## src/rtl/word_guess_controller_pkg.sv

```systemverilog
// Shared definitions for the word-guess controller: FSM encoding, per-letter
// score codes and the default letter width.
package word_guess_controller_pkg;

  // Default width of one letter code.
  localparam int LETTER_W_DEF = 6;

  // Game state machine encoding.
  typedef enum logic [1:0] {
    ST_ENTRY = 2'd0,
    ST_CHECK = 2'd1,
    ST_WIN   = 2'd2,
    ST_LOSE  = 2'd3
  } state_e;

  // Per-position score codes; three of these pack into the 6-bit result,
  // position 1 in the top two bits.
  localparam logic [1:0] RES_MISS    = 2'b00;
  localparam logic [1:0] RES_PRESENT = 2'b01;
  localparam logic [1:0] RES_EXACT   = 2'b10;

  // Result word for a fully correct guess.
  localparam logic [5:0] RES_ALL_EXACT = {RES_EXACT, RES_EXACT, RES_EXACT};

  // Saturating increment used for the 3-bit attempt counter.
  function automatic logic [2:0] sat_inc3(input logic [2:0] v);
    sat_inc3 = (v == 3'd7) ? 3'd7 : v + 3'd1;
  endfunction

endpackage

```

## src/rtl/word_guess_controller_guess_scorer.sv

```systemverilog
// Purely combinational scorer: compares a 3-letter guess with the target and
// produces a 2-bit code per position (miss / present elsewhere / exact).
// Letter order in both words: position 1 in the most significant slice.
module guess_scorer
  import word_guess_controller_pkg::*;
#(
  parameter int LETTER_W = LETTER_W_DEF
) (
  input  logic [3*LETTER_W-1:0] guess,
  input  logic [3*LETTER_W-1:0] target,
  output logic [5:0]            result
);

  logic [LETTER_W-1:0] g [3];
  logic [LETTER_W-1:0] t [3];
  logic [2:0]          exact;
  logic [2:0]          present;

  // Unpack letters and flag exact matches; index 0 is position 1.
  always_comb begin
    for (int i = 0; i < 3; i++) begin
      g[i]     = guess[(2-i)*LETTER_W +: LETTER_W];
      t[i]     = target[(2-i)*LETTER_W +: LETTER_W];
      exact[i] = (g[i] == t[i]);
    end
  end

  // A letter is "present" when it matches some other position of the target
  // that is not itself already claimed by an exact match.
  always_comb begin
    present = 3'b000;
    for (int i = 0; i < 3; i++) begin
      for (int j = 0; j < 3; j++) begin
        if ((j != i) && !exact[i] && !exact[j] && (g[i] == t[j])) begin
          present[i] = 1'b1;
        end
      end
    end
  end

  // Pack the per-position codes, exact taking precedence over present.
  always_comb begin
    result = 6'b000000;
    for (int i = 0; i < 3; i++) begin
      if (exact[i]) begin
        result[(2-i)*2 +: 2] = RES_EXACT;
      end else if (present[i]) begin
        result[(2-i)*2 +: 2] = RES_PRESENT;
      end else begin
        result[(2-i)*2 +: 2] = RES_MISS;
      end
    end
  end

endmodule

```

## src/rtl/word_guess_controller.sv

```systemverilog
// Word-guess game controller. Turns debounced button levels into single-cycle
// decoder commands (en / del / clr), tracks how many letters the decoder
// holds, scores a submitted guess and runs the ENTRY/CHECK/WIN/LOSE game FSM.
//
// Handshake: there is no valid/ready flow control. Each button is a level;
// its rising edge (level high now, low last cycle) is one request, taken in
// the cycle it is seen. Every output is registered, so a request seen in
// cycle n shows its effect in cycle n+1. dec_en, dec_del and dec_clr are
// one-cycle pulses and at most one of them is high in any cycle.
module word_guess_controller
  import word_guess_controller_pkg::*;
#(
  parameter int MAX_GUESSES = 6,
  parameter int LETTER_W    = LETTER_W_DEF
) (
  input  logic                  clk,
  input  logic                  rst,
  input  logic                  btn_en,
  input  logic                  btn_del,
  input  logic                  btn_submit,
  input  logic [LETTER_W-1:0]   letter1,
  input  logic [LETTER_W-1:0]   letter2,
  input  logic [LETTER_W-1:0]   letter3,
  input  logic [3*LETTER_W-1:0] target_word,
  output logic                  dec_en,
  output logic                  dec_del,
  output logic                  dec_clr,
  output logic [1:0]            letter_count,
  output logic [5:0]            result,
  output logic [2:0]            guess_num,
  output logic                  win,
  output logic                  lose
);

  state_e     state_q, state_d;
  logic       en_prev_q, del_prev_q, sub_prev_q;
  logic       dec_en_q, dec_en_d;
  logic       dec_del_q, dec_del_d;
  logic       dec_clr_q, dec_clr_d;
  logic [1:0] count_q, count_d;
  logic [5:0] result_q, result_d;
  logic [2:0] guess_q, guess_d;
  logic       win_q, win_d;
  logic       lose_q, lose_d;

  logic       en_edge, del_edge, sub_edge;
  logic [5:0] score;
  logic [2:0] guess_inc;

  // Rising-edge detection against last cycle's button levels.
  assign en_edge  = btn_en     & ~en_prev_q;
  assign del_edge = btn_del    & ~del_prev_q;
  assign sub_edge = btn_submit & ~sub_prev_q;

  assign guess_inc = sat_inc3(guess_q);

  guess_scorer #(
    .LETTER_W (LETTER_W)
  ) u_scorer (
    .guess  ({letter1, letter2, letter3}),
    .target (target_word),
    .result (score)
  );

  // State, history and all output registers.
  always_ff @(posedge clk or negedge rst) begin
    if (!rst) begin
      state_q    <= ST_ENTRY;
      en_prev_q  <= 1'b0;
      del_prev_q <= 1'b0;
      sub_prev_q <= 1'b0;
      dec_en_q   <= 1'b0;
      dec_del_q  <= 1'b0;
      dec_clr_q  <= 1'b0;
      count_q    <= 2'd0;
      result_q   <= 6'd0;
      guess_q    <= 3'd0;
      win_q      <= 1'b0;
      lose_q     <= 1'b0;
    end else begin
      state_q    <= state_d;
      en_prev_q  <= btn_en;
      del_prev_q <= btn_del;
      sub_prev_q <= btn_submit;
      dec_en_q   <= dec_en_d;
      dec_del_q  <= dec_del_d;
      dec_clr_q  <= dec_clr_d;
      count_q    <= count_d;
      result_q   <= result_d;
      guess_q    <= guess_d;
      win_q      <= win_d;
      lose_q     <= lose_d;
    end
  end

  // Next-state and next-output logic for the game FSM.
  always_comb begin
    state_d   = state_q;
    dec_en_d  = 1'b0;
    dec_del_d = 1'b0;
    dec_clr_d = 1'b0;
    count_d   = count_q;
    result_d  = result_q;
    guess_d   = guess_q;
    win_d     = win_q;
    lose_d    = lose_q;

    unique case (state_q)
      ST_ENTRY: begin
        // Submit of a full guess takes priority; otherwise delete beats enter.
        if (sub_edge && (count_q == 2'd3)) begin
          state_d = ST_CHECK;
        end else if (del_edge) begin
          if (count_q != 2'd0) begin
            dec_del_d = 1'b1;
            count_d   = count_q - 2'd1;
          end
        end else if (en_edge && (count_q != 2'd3)) begin
          dec_en_d = 1'b1;
          count_d  = count_q + 2'd1;
        end
      end

      ST_CHECK: begin
        // Single-cycle scoring state; letters are stable here.
        result_d = score;
        guess_d  = guess_inc;
        if (score == RES_ALL_EXACT) begin
          state_d = ST_WIN;
          win_d   = 1'b1;
        end else if (guess_inc == 3'(MAX_GUESSES)) begin
          state_d = ST_LOSE;
          lose_d  = 1'b1;
        end else begin
          state_d   = ST_ENTRY;
          dec_clr_d = 1'b1;
          count_d   = 2'd0;
        end
      end

      ST_WIN, ST_LOSE: begin
        // Game over: only submit (new game) is honoured.
        if (sub_edge) begin
          state_d   = ST_ENTRY;
          dec_clr_d = 1'b1;
          count_d   = 2'd0;
          guess_d   = 3'd0;
          result_d  = 6'd0;
          win_d     = 1'b0;
          lose_d    = 1'b0;
        end
      end

      default: begin
        state_d = ST_ENTRY;
      end
    endcase
  end

  assign dec_en       = dec_en_q;
  assign dec_del      = dec_del_q;
  assign dec_clr      = dec_clr_q;
  assign letter_count = count_q;
  assign result       = result_q;
  assign guess_num    = guess_q;
  assign win          = win_q;
  assign lose         = lose_q;

endmodule

```

## config.mk

```make
export PLATFORM = sky130hd
export DESIGN_NAME = word_guess_controller
export DESIGN_NICKNAME = d
export VERILOG_FILES = /design/src/rtl/word_guess_controller_pkg.sv /design/src/rtl/word_guess_controller_guess_scorer.sv /design/src/rtl/word_guess_controller.sv
export SDC_FILE = /design/constraint.sdc
export NUM_CORES = 1
export LEC_CHECK = 0
export BUFFER_PORTS_ARGS = -buffer_cell sky130_fd_sc_hd__clkbuf_2
export CORE_ASPECT_RATIO = 0.6
export CORE_MARGIN = 2
export CORE_UTILIZATION = 50
export CTS_CLUSTER_SIZE = 25
export DETAILED_ROUTE_END_ITERATION = 8
export PLACE_DENSITY_LB_ADDON = 0.1
export SYNTH_ARGS = -nofsm -noshare
export SYNTH_HDL_FRONTEND = slang
export SYNTH_SLANG_ARGS = --single-unit
export TNS_END_PERCENT = 1
```

## constraint.sdc

```tcl
create_clock -name clk -period 2.3 [get_ports clk]
set_input_delay 0.46 -clock clk [delete_from_list [all_inputs] [get_ports clk]]
set_output_delay 0.46 -clock clk [all_outputs]
set_load 0.005 [all_outputs]
```

==> Word-level counts from Yosys, hierarchy flattened <==
Index checks and enable logic that the tools add are counted.
{ "totals": {"elab_cells": 117, "mem_count": 0, "ff_bits": 21, "ram_bits": 0, "output_inout_bits": 16, "latchBits": 0, "mem_bits_ro": 0, "inputBits": 41} }
{ "op_classes": {"n_mul": 0, "n_div": 0, "eq_ne": 26, "n_bitwise": 6, "reduce_logical": 23, "n_addsub": 3, "shifts": 0, "n_mux": 47, "order_cmp": 0} }
{ "op_table": {"columns": ["operator", "n"], "rows": [
  ["== test 6 bit", 9],
  ["2-to-1 mux 2 bit", 13],
  ["2-to-1 mux 1 bit", 24],
  ["inequality test 2 bit (second input constant)", 8],
  ["one-hot mux 2 bit (3 select lines)", 2],
  ["one-hot mux 6 bit (2 select lines)", 1],
  ["logical AND 1 bit", 11],
  ["== test 2 bit (second input constant)", 3],
  ["== test 3 bit (second input constant)", 2],
  ["== test 6 bit (second input constant)", 1],
  ["2-to-1 mux 3 bit", 2],
  ["2-to-1 mux 6 bit", 1],
  ["inequality test 3 bit (second input constant)", 2],
  ["one-hot mux 1 bit (2 select lines)", 3],
  ["one-hot mux 3 bit (2 select lines)", 1],
  ["AND reduction 6 bit", 1],
  ["AND reduction 2 bit", 2],
  ["AND reduction 4 bit", 1],
  ["nonzero test 2 bit", 2],
  ["adder 3 x 1 -> 3 bit (second input constant)", 1],
  ["bitwise AND 1 bit", 3],
  ["zero test 1 bit", 3],
  ["NOT 1 bit", 3],
  ["AND reduction 3 bit", 1],
  ["other kinds (5)", 5]
]} }

==> Depth between registers and ports, before layout <==
Gate-level depths: netlist of the first run.
{ "depth": {"word_depth": 11, "depth_mapped": 6, "ltp_nobuf": 6} }

==> By module <==
Synthesis of the first run repeated with hierarchy kept, for this count alone.
{ "hier_totals": {"hier_cells": 182, "area_unflattened_um2": 1665.3} }
{ "modules_own_cells": {"columns": ["module", "area_each_um2", "cells_per_inst", "seq_area_each_um2", "instances"], "rows": [
  ["word_guess_controller", 1012.2, 98, 525.5, 1],
  ["guess_scorer", 653.1, 84, 0.0, 1]
]} }

==> Worst setup path before layout of the first run <==
No wires, ideal clock.
{ "synth_timing": {"kind": "input-to-reg", "startpoint": "input btn_del", "endpoint": "register count_q[1] (netlist: letter_count[1])", "arrival_time_ns": 1.467, "stages": 5, "n_path_buf": 0, "setup_time_ns": 0.082, "required_time_ns": 2.218, "path_slack_ns": 0.751, "path_cell_list": "nor2b_4 or3_1 a311o_1 nor2b_1 a31oi_1"} }
{ "synth_via": {"elab_chain_len": 4, "elab_cells_between_ends": 7, "classes_between": "2 x eq/ne; 3 x mux; 1 x bitwise; 1 x reduce/logical"} }
{ "synth_rtl": {"columns": ["element", "line_no", "text"], "rows": [
  ["start: declaration", "word_guess_controller.sv:19", "input logic btn_del,"],
  ["bitwise AND 1 bit *", "word_guess_controller.sv:52", "assign del_edge = btn_del & ~del_prev_q;"],
  ["2-to-1 mux 2 bit", "word_guess_controller.sv:113", "end else if (del_edge) begin"],
  ["2-to-1 mux 2 bit", "word_guess_controller.sv:111", "if (sub_edge && (count_q == 2'd3)) begin"],
  ["one-hot mux 2 bit (3 select lines)", "word_guess_controller.sv:108", "unique case (state_q)"],
  ["end signal: assignment", "word_guess_controller.sv:88", "count_q <= count_d;"],
  ["end: declaration", "word_guess_controller.sv:40", "logic [1:0] count_q, count_d;"]
]} }
Mark *: on every way between the ends. The rest lies on a longest branch, timed or not. The select of a mux whose other input is x is not followed.
A chain may end at the register's enable or synchronous reset.

==> Final worst setup path of the first run <==
{ "layout_timing": {"startpoint": "input letter3[1]", "endpoint": "register lose_q (netlist: lose)"} }
{ "layout_via": {"elab_chain_len": 11, "elab_cells_between_ends": 23, "classes_between": "5 x eq/ne; 10 x mux; 8 x reduce/logical"} }
{ "layout_rtl": {"columns": ["element", "line_no", "text"], "rows": [
  ["start: declaration", "word_guess_controller.sv:23", "input logic [LETTER_W-1:0] letter3,"],
  ["== test 6 bit", "word_guess_controller_guess_scorer.sv:24", "exact[i] = (g[i] == t[i]);"],
  ["zero test 1 bit", "word_guess_controller_guess_scorer.sv:34", "if ((j != i) && !exact[i] && !exact[j] && (g[i] == t[j])) begin"],
  ["logical AND 1 bit (2 in series)", "word_guess_controller_guess_scorer.sv:34", null],
  ["2-to-1 mux 1 bit (2 in series)", "word_guess_controller_guess_scorer.sv:34", null],
  ["2-to-1 mux 1 bit", "word_guess_controller_guess_scorer.sv:47", "end else if (present[i]) begin"],
  ["2-to-1 mux 2 bit", "word_guess_controller_guess_scorer.sv:45", "if (exact[i]) begin"],
  ["== test 6 bit *", "word_guess_controller.sv:128", "if (score == RES_ALL_EXACT) begin"],
  ["inequality test 2 bit (no source line) *", null, null],
  ["AND reduction 4 bit (no source line) *", null, null],
  ["end signal: assignment", "word_guess_controller.sv:92", "lose_q <= lose_d;"],
  ["end: declaration", "word_guess_controller.sv:44", "logic lose_q, lose_d;"]
]} }
Mark *: on every way between the ends. The rest lies on a longest branch, timed or not.

==> results of run 1 <==
==> critical path: cells and delay by family <==
| family | cells | cell delay, ns |
|---|---|---|
| XOR/XNOR | 1 | 0.28 |
| AO/OA/AOI/OAI | 1 | 0.28 |
| AND/OR/NAND/NOR | 3 | 0.73 |
| buffers and inverters | 1 | 0.12 |
==> registers in the layout, summed over array words and instances (netlist names), 2 cells and up <==
| signal | flops |
|---|---|
| guess_num | 3 |
| letter_count | 2 |
| result | 6 |
| state_q | 2 |
==> layout make-up <==
| type | instances | area [um2] | share of cell area [%] |
|---|---|---|---|
| Clock buffer | 4 | 45.0 | 2.35 |
| Inverter | 1 | 3.75 | 0.196 |
| Multi-Input combinational cell | 139 | 1000 | 52.2 |
| Sequential cell | 21 | 526 | 27.5 |
| Tap cell | 42 | 52.6 | 2.75 |
| Timing Repair Buffer | 57 | 288 | 15.0 |
==> cell usage after synthesis <==
cell type	number	area [um2]
nor4b_1	1	8.76
a22o_1	4	35.0
nand2b_1	3	18.8
o22ai_1	3	18.8
buf_1	1	3.75
xnor2_1	24	210
a311o_1	1	10.0
nand4_1	4	25.0
nor3_2	3	30.0
nor2_1	8	30.0
inv_1	1	3.75
o21a_1	1	7.51
mux2i_1	1	10.0
o221ai_1	1	8.76
dfrtp_1	21	526
a22oi_1	1	7.51
a31oi_1	4	25.0
or2_2	1	6.26
or3_1	1	6.26
and2_1	2	12.5
ha_1	2	25.0
a21o_1	1	7.51
or2b_2	1	8.76
o21ai_0	3	15.0
a21oi_1	8	40.0
nor2b_4	1	13.8
nor2b_1	4	25.0
nand3_1	8	40.0
a32o_1	1	10.0
nor4_1	7	43.8
clkbuf_1	1	3.75
nand2_1	10	37.5
xor2_1	30	263
==> kinds of logic (layout without fill, tap and decap cells) <==
logic type,after synthesis,in the layout,share of synthesized area [%]
fa+ha+maj,2,2,1.63
mux,1,1,0.651
simple gates,54,54,20.0
compound gates,28,28,12.1
xor+xnor,54,54,30.8
flops,21,21,34.2
buf+inv,3,62,0.732
==> per-stage QoR <==
| step | utilization [%] | area (um2) | worst slack [ns] | power [mW] |
|---|---|---|---|---|
| CTS | 66.2 | 1910 | 0.652 | 1.51 |
| global route | 66.2 | 1910 | 0.504 | 1.62 |
| finish | 66.2 | 1910 | 0.600 | 1.51 |
| detailed placement | 64.7 | 1870 | 0.380 | 1.27 |
| global placement | 64.7 | 1870 | 0.330 | 1.25 |
| floorplan | - | 1540 | 0.751 | 0.988 |
==> worst paths after layout <==
check | startpoint | end | slack, ns | cells past startpoint
min reg2reg | lose | lose | 0.50 | 1
max in group asynchronous | rst | win | 1.79 | 1
min in group clk | btn_en | en_prev_q | 0.32 | 1
max reg2reg | en_prev_q | letter_count[1] | 0.74 | 5
max | letter3[1] | lose | 0.60 | 6
min | rst | result[0] | 0.16 | 1
==> where the power goes <==
group	switching [mW]	internal, mW
combinational	0.354	0.318
clock	0.115	0.123
sequential	0.117	0.486
==> per-layer routing <==
metal	vias up	part of all wire [%]	GRT usage, %
li1	692	-	-
met1	643	50	38.6
met2	80	38	34.1
met3	2	12	8.80
met4	0	0.20	2.81
met5	-	0	0
==> flow_metrics.py, run 1 <==
metrics = {
    "run_status": {
        "outcome": "complete, no violations",
    },
    "detailed_routing": {
        "wl_per_cell_um": 15.5,
        "drtAntennaViolNets": 0,
        "post-route-drc-count": 0,
        "dr.pass1.iters": 4,
        "drtIter0Drc": 119,
        "wirelength_um": 4100,
        "vias": 1417,
        "viasPerCell": 5.37,
    },
    "synth": {
        "syn_inst": 163,
        "ys_ff_latch": 21,
        "avgSynthCellArea_um2": 9.43,
        "ys_warn_count": 0,
        "ys_seq_area_share_pct": 34.2,
        "synth_cell_type_count": 33,
        "synthesis.nets": 206,
        "syn_area_um2": 1540,
    },
    "sta": {
        "rsz0062_at_grt": "false",
        "hold_viol": 0,
        "period_needed_ns": 1.70,
        "skew_ns": 0.00175,
        "worstMarginPinSlew_ns": 0.521,
        "slew_headroom_pct": 65.3,
        "drv_slew": 0,
        "setup_tns_ns": 0,
        "max_freq_ghz": 0.588,
        "setup_viol": 0,
        "holdWs_ns": 0.158,
        "finalCritPeriodShare_pct": 73.9,
    },
    "clock_tree": {
        "clkSlewWorstSetupHoldPaths_ns": 0.07,
        "cts_resized": 0,
        "cts_setup_buffers": 0,
        "cts_htree_levels": 1,
        "cts_buffer_depth": 2,
        "cts_tree": "done",
        "clockRootBuffer": "clkbuf_8",
        "cts_made_buffers": 3,
        "clock-sinks": 21,
        "postCtsHoldBufs": 0,
        "clk_latency_ns": 0.26,
    },
    "power": {
        "power_density_nw_per_um2": 790,
        "peakVddDrop_uv": 421,
        "leakage_nw": 0.890,
    },
    "finish": {
        "layout_commonest_cell": "clkbuf_2",
        "n_antenna_cell": 0,
        "area_delta_synth_final_pct": 24.6,
        "stdcell_count": 264,
        "fin_nets": 266,
        "layout_common_cells": "clkbuf_2, xor2_1, xnor2_1",
        "drive_gt1_share_pct": 29.7,
        "fillCellCount": 253,
    },
    "global_route": {
        "antenna_found_initial": 0,
        "grt_usage_pct": 24.9,
        "grt_max_degree": 22,
        "grt.overflow.total": 0,
        "grt_pass1_vias": 1308,
        "grt_pass1_wl_um": 6380,
    },
    "floorplanning": {
        "core-area_um2": 2890,
        "ios": 57,
        "start_util_pct": 53.2,
        "dieArea_um2": 3550,
        "placementRows": 15,
        "die_h_um": 46.9,
        "die-width_um": 75.6,
    },
    "setup_path": {
        "critPathLaunchType": "primary input",
        "cp-end-kind": "register",
        "cpMaxStageDelayCell": "nor3_2",
        "required_ns": 2.45,
        "cp_cell_sequence": "clkbuf_2 -> xnor2_1 -> nand4_1 -> nor3_2 -> nand3_1 -> a32o_1",
        "crit_type": "primary input to register",
        "slowest_delay_ns": 0.32,
        "critPathArrivalTime_ns": 1.85,
        "crit_fanout": 6,
    },
    "min_path": {
        "hold_class": "primary input to async pin",
    },
    "placed_design": {
        "dp.cells": 260,
        "place.gp.congestion": 0.964,
        "hpwl_um": 3460,
        "portBuffers": 56,
    },
    "run": {
        "drv_cap": 0,
    },
}
No activity file was read; power rests on OpenSTA's default activity.
==> inputs of run 2 (changes only) <==
--- a/config.mk
+++ b/config.mk
@@ -8,7 +8,7 @@
 export BUFFER_PORTS_ARGS = -buffer_cell sky130_fd_sc_hd__clkbuf_2
 export CORE_ASPECT_RATIO = 0.6
 export CORE_MARGIN = 2
-export CORE_UTILIZATION = 50
+export CORE_UTILIZATION = 44
 export CTS_CLUSTER_SIZE = 25
 export DETAILED_ROUTE_END_ITERATION = 8
 export PLACE_DENSITY_LB_ADDON = 0.1
==> constraint.sdc (replaced) <==
create_clock -name clk -period 1.5 [get_ports clk]
set_input_delay 0.3 -clock clk [delete_from_list [all_inputs] [get_ports clk]]
set_output_delay 0.3 -clock clk [all_outputs]
set_load 0.005 [all_outputs]
==> run 2 against run 1 <==
The run now ends with negative setup slack left. Clock skew grew 0.0014 ns. Worst setup slack worse by 0.61 ns. Final area rose by 12%. Global-route usage decreased by 0.87 points. Combinational power up 74%. Via count increased by 7.3%. Final cell count grew 12%. Count of clock-buffer cells in the layout stayed put. Critical path type is now register to register.
==> flow_metrics.py, run 2 (same netlist as run 1, synthesis figures left out) <==
metrics = {
    "run_status": {
        "outcome": "finished, violations left",
        "violations": "negative setup slack",
    },
    "setup_path": {
        "critPathArrivalTime_ns": 1.68,
        "crit_start": "en_prev_q",
        "reg2reg_from": "en_prev_q",
        "worst-r2r-cell-count": 5,
        "cp-end-kind": "register",
        "crit_fanout": 2,
        "rr_endpoint": "letter_count[1]",
        "cpMaxStageDelayCell": "dfrtp_1",
        "crit_type": "register to register",
        "critPathLaunchType": "register",
        "cp_cell_sequence": "nand2b_4 -> or3_1 -> a311o_1 -> nor2b_1 -> a31oi_1",
        "slowest_delay_ns": 0.37,
        "required_ns": 1.68,
        "r2r_setup_slack_ns": -0.009,
    },
    "placed_design": {
        "portBuffers": 56,
        "hpwl_um": 3730,
        "place_area_um2": 2090,
        "dp.cells": 292,
        "place.gp.congestion": 1.02,
    },
    "clock_tree": {
        "clockRootBuffer": "clkbuf_8",
        "cts_made_buffers": 3,
        "cts_tree": "done",
        "clock-sinks": 21,
        "clkSlewWorstSetupHoldPaths_ns": 0.07,
        "clk_latency_ns": 0.26,
        "cts_htree_levels": 1,
        "postCtsHoldBufs": 0,
        "cts_buffer_depth": 2,
    },
    "detailed_routing": {
        "drtAntennaViolNets": 0,
        "drtIter0Drc": 141,
        "wl_met2_um": 1850,
        "vias": 1521,
        "wl_per_cell_um": 14.9,
        "route.top_layer_used": "met4",
        "wl_met1_um": 2150,
        "dr.pass1.iters": 4,
        "post-route-drc-count": 0,
        "routed-wl-met3_um": 383,
        "wirelength_um": 4410,
        "viasPerCell": 5.14,
    },
    "power": {
        "power_density_nw_per_um2": 1130,
        "p_int_mw": 1.51,
        "seqPwrFrac_pct": 36.7,
        "swShare_pct": 37.6,
        "leakage_nw": 1.04,
        "p_switching_mw": 0.907,
        "p_clk_share_pct": 15.0,
        "peakVddDrop_uv": 697,
        "comb_power_share_pct": 48.3,
    },
    "sta": {
        "skew_ns": 0.00314,
        "rsz0062_at_grt": "true",
        "max_freq_ghz": 0.663,
        "layout_setup_ws_ns": -0.00858,
        "drv_slew": 0,
        "slew_headroom_pct": 65.0,
        "setup_viol": 1,
        "finalCritPeriodShare_pct": 101,
        "worstMarginPinSlew_ns": 0.525,
        "hold_viol": 0,
        "period_needed_ns": 1.51,
    },
    "floorplanning": {
        "die_h_um": 49.8,
        "ios": 57,
        "start_util_pct": 46.5,
        "die-width_um": 80.3,
        "dieArea_um2": 4000,
        "core-area_um2": 3300,
        "placementRows": 16,
    },
    "run": {
        "drv_cap": 0,
    },
    "finish": {
        "largest_reg_flops": 6,
        "final_core_util_pct": 64.9,
        "layout_common_cells": "clkbuf_2, xor2_1, buf_4",
        "fin_nets": 295,
        "stdcell_area_um2": 2140,
        "area_delta_synth_final_pct": 39.6,
        "n_antenna_cell": 0,
        "stdcell_count": 296,
        "layout_commonest_cell": "clkbuf_2",
        "drive_gt1_share_pct": 38.6,
    },
    "global_route": {
        "grt_pass1_vias": 1527,
        "grt_usage_pct": 24.1,
        "grt_pass1_wl_um": 7250,
        "grt_max_degree": 22,
        "grt.overflow.total": 0,
        "antenna_found_initial": 0,
    },
    "min_path": {
        "hold_class": "primary input to async pin",
    },
}
run 2: metal layers:
layer / vias to the layer above / track usage (%)
met2: 65 / 35.7
li1: 749 / -
met4: 0 / 2.82
met5: - / 0
met1: 701 / 37.0
met3: 6 / 4.95
run 2: area by class of cell:
cell class | instances | area (um2)
Fill cell | 304 | 1160
Multi-Input combinational cell | 139 | 1010
Sequential cell | 21 | 526
Timing Repair Buffer | 86 | 505
Tap cell | 45 | 56.3
Clock buffer | 4 | 45.0
Inverter | 1 | 3.75
run 2: power groups by stage:
| stage | Sequential, mW | Clock [mW] | Combinational [mW] |
|---|---|---|---|
| 2_1_floorplan | 0.915 | 0 | 0.600 |
| 3_3_place_gp | 0.880 | 0 | 1.12 |
| 3_5_place_dp | 0.896 | 0 | 1.14 |
| 4_1_cts | 0.884 | 0.370 | 1.16 |
| 5_1_grt | 0.907 | 0.400 | 1.30 |
| 6_report | 0.886 | 0.361 | 1.17 |
run 2: how the worst max path moves through the flow:
stage               cells after the start         endpoint  slack [ns]
floorplan                               4  letter_count[1]        0.06
global placement                        6  letter_count[1]       -0.07
detailed placement                      6       state_q[0]       -0.08
CTS                                     5  letter_count[1]       0.002
global route                            5  letter_count[1]       -0.09
finish                                  5  letter_count[1]      -0.009
run 2: per-stage QoR:
stage / hold WS (ns) / setup WS, ns / total power, mW / setup TNS, ns
6_report: 0.00568 / -0.00858 / 2.41 / -0.00858
5_1_grt: 0.0404 / -0.0882 / 2.61 / -0.141
4_1_cts: 0.0261 / 0.00175 / 2.42 / 0
3_5_place_dp: 0.306 / -0.0782 / 2.04 / -0.452
3_3_place_gp: 0.286 / -0.0703 / 2.00 / -0.293
2_1_floorplan: 0.00441 / 0.0596 / 1.51 / 0
run 2: repair_timing:
item,in CTS,in global routing
setup buffers,0,0
endpoints found under the setup margin,1,3
resized for setup,1,1
cloned,0,0
run 2: worst max-delay path, delay by kind of cell (launching register included):
family,cells,cell delay (ns)
compound gates,2,0.48
flops,1,0.37
simple gates,3,0.57
==> inputs of run 3 (changes only) <==
--- a/config.mk
+++ b/config.mk
@@ -6,12 +6,12 @@
 export NUM_CORES = 1
 export LEC_CHECK = 0
 export BUFFER_PORTS_ARGS = -buffer_cell sky130_fd_sc_hd__clkbuf_2
-export CORE_ASPECT_RATIO = 0.6
+export CORE_ASPECT_RATIO = 0.75
 export CORE_MARGIN = 2
 export CORE_UTILIZATION = 44
 export CTS_CLUSTER_SIZE = 25
 export DETAILED_ROUTE_END_ITERATION = 8
-export PLACE_DENSITY_LB_ADDON = 0.1
+export PLACE_DENSITY = 0.85
 export SYNTH_ARGS = -nofsm -noshare
 export SYNTH_HDL_FRONTEND = slang
 export SYNTH_SLANG_ARGS = --single-unit
==> run 3 against run 2 <==
The run ends with negative hold slack left. Clock skew is 0.0026 ns higher. Critical endpoint unchanged. Critical path depth unchanged. Total power is 1.5% higher. Count of clock-buffer cells in the layout fell by 1. Hold slack worse by 0.011 ns. First-iteration DRC count shrank 26%. Die area decreased by 0.27%.
==> flow_metrics.py, run 3 (same netlist as run 1, synthesis figures left out) <==
metrics = {
    "floorplanning": {
        "core-area_um2": 3310,
        "ios": 57,
        "dieArea_um2": 3990,
        "start_util_pct": 46.4,
        "die-width_um": 72.2,
        "placementRows": 18,
        "die_h_um": 55.2,
    },
    "sta": {
        "holdWs_ns": -0.00542,
        "setup_tns_ns": 0,
        "period_needed_ns": 1.50,
        "max_freq_ghz": 0.668,
        "slew_headroom_pct": 67.0,
        "rsz0062_at_grt": "true",
        "finalCritPeriodShare_pct": 99.8,
        "drv_slew": 0,
        "setup_viol": 0,
        "hold_viol": 16,
        "skew_ns": 0.00574,
        "layout_setup_ws_ns": 0.00313,
        "worstMarginPinSlew_ns": 0.495,
    },
    "detailed_routing": {
        "dr.pass1.iters": 4,
        "wirelength_um": 4300,
        "vias": 1544,
        "viasPerCell": 5.25,
        "drtIter0Drc": 104,
        "post-route-drc-count": 0,
        "drtAntennaViolNets": 0,
        "wl_per_cell_um": 14.6,
    },
    "finish": {
        "stdcell_area_um2": 2180,
        "layout_commonest_cell": "clkbuf_2",
        "multi_input_area_um2": 1020,
        "stdcell_count": 294,
        "seq_area_um2": 526,
        "area_delta_synth_final_pct": 41.7,
        "fin_nets": 298,
        "n_antenna_cell": 0,
        "fillCellCount": 267,
        "layout_common_cells": "clkbuf_2, buf_4, xor2_1",
        "drive_gt1_share_pct": 40.6,
        "largest_reg_flops": 6,
        "final_core_util_pct": 65.8,
    },
    "clock_tree": {
        "clock-sinks": 21,
        "clockRootBuffer": "clkbuf_8",
        "clk_latency_ns": 0.26,
        "cts_setup_buffers": 0,
        "cts_made_buffers": 3,
        "cts_htree_levels": 1,
        "clkSlewWorstSetupHoldPaths_ns": 0.07,
        "cts_tree": "done",
        "cts_buffer_depth": 2,
    },
    "power": {
        "p_switching_mw": 0.934,
        "p_clk_share_pct": 14.4,
        "power_density_nw_per_um2": 1130,
        "leakage_nw": 1.06,
        "comb_power_share_pct": 49.7,
        "swShare_pct": 38.1,
        "seqPwrFrac_pct": 36.0,
        "peakVddDrop_uv": 613,
        "p_int_mw": 1.51,
    },
    "placed_design": {
        "place_area_um2": 2110,
        "place.gp.congestion": 1.06,
        "portBuffers": 56,
        "dp.cells": 290,
        "place_ws_ns": -0.164,
        "hpwl_um": 3540,
    },
    "global_route": {
        "grt_pass1_vias": 1455,
        "grt_usage_pct": 22.9,
        "grt_max_degree": 22,
        "antenna_found_initial": 0,
        "grt_pass1_wl_um": 6840,
        "grt.overflow.total": 0,
    },
    "setup_path": {
        "critPathArrivalTime_ns": 1.67,
        "critPathLaunchType": "register",
        "required_ns": 1.67,
        "crit_type": "register to register",
        "cp-end-kind": "register",
        "crit_fanout": 2,
    },
    "run_status": {
        "violations": "negative hold slack",
        "outcome": "finished, violations left",
    },
    "run": {
        "drv_cap": 0,
    },
    "min_path": {
        "hold_class": "primary input to async pin",
    },
}
==> run 3: cell types whose count changed in the layout (fill, tap and decap cells not counted), sizes merged <==
cell    delta
buf        +3
clkbuf     -1
clkinv     +1
==> run 3: timing repair <==
item,4_1_cts,5_1_grt
resized for setup,0,6
setup endpoints to repair,0,4
hold buffers,0,0
==> run 3: critical path: stages (launching register included) <==
cell and delay [ns]:
dfrtp_1 0.36, nand2b_4 0.13, or3_1 0.30, a311o_1 0.33
nor2b_1 0.14, a31oi_1 0.15
==> run 3: final cells by class <==
class | instances | share of cell area [%]
clock buffer | 3 | 1.90
clock inverter | 1 | 0.230
inverter | 1 | 0.172
multi-input combinational | 139 | 47.0
sequential | 21 | 24.1
tap | 40 | 2.30
timing repair buffer | 89 | 24.3
==> run 3: power groups by stage <==
| stage | clock network (mW) | registers, mW | logic, mW |
|---|---|---|---|
| floorplan | 0 | 0.915 | 0.600 |
| global placement | 0 | 0.877 | 1.13 |
| detailed placement | 0 | 0.889 | 1.16 |
| CTS | 0.362 | 0.876 | 1.17 |
| global route | 0.378 | 0.900 | 1.36 |
| finish | 0.352 | 0.881 | 1.22 |
==> run 3: metal layers <==
layer	vias up	GRT usage, %	routed length, um
met5	-	0	0
met1	712	31.4	1920
li1	762	-	-
met2	68	39.4	2040
met4	0	3.14	19
met3	2	3.99	321
==> run 3: worst paths after layout <==
path	depth (start not counted)	start	slack [ns]	end
max in group asynchronous	1	rst	1.17	result[5]
worst max-delay path	5	en_prev_q	0.003	letter_count[1]
min in group clk	1	btn_del	0.18	del_prev_q
worst max register to register	5	en_prev_q	0.003	letter_count[1]
worst min register to register	2	win	0.49	win
worst min-delay path	1	rst	-0.005	state_q[1]
==> run 3: per-stage QoR <==
| stage | total power, mW | hold slack (ns) |
|---|---|---|
| floorplan | 1.51 | 0.00441 |
| global placement | 2.00 | 0.284 |
| detailed placement | 2.04 | 0.297 |
| CTS | 2.41 | 0.0114 |
| global route | 2.64 | 0.0433 |
| finish | 2.45 | -0.00542 |
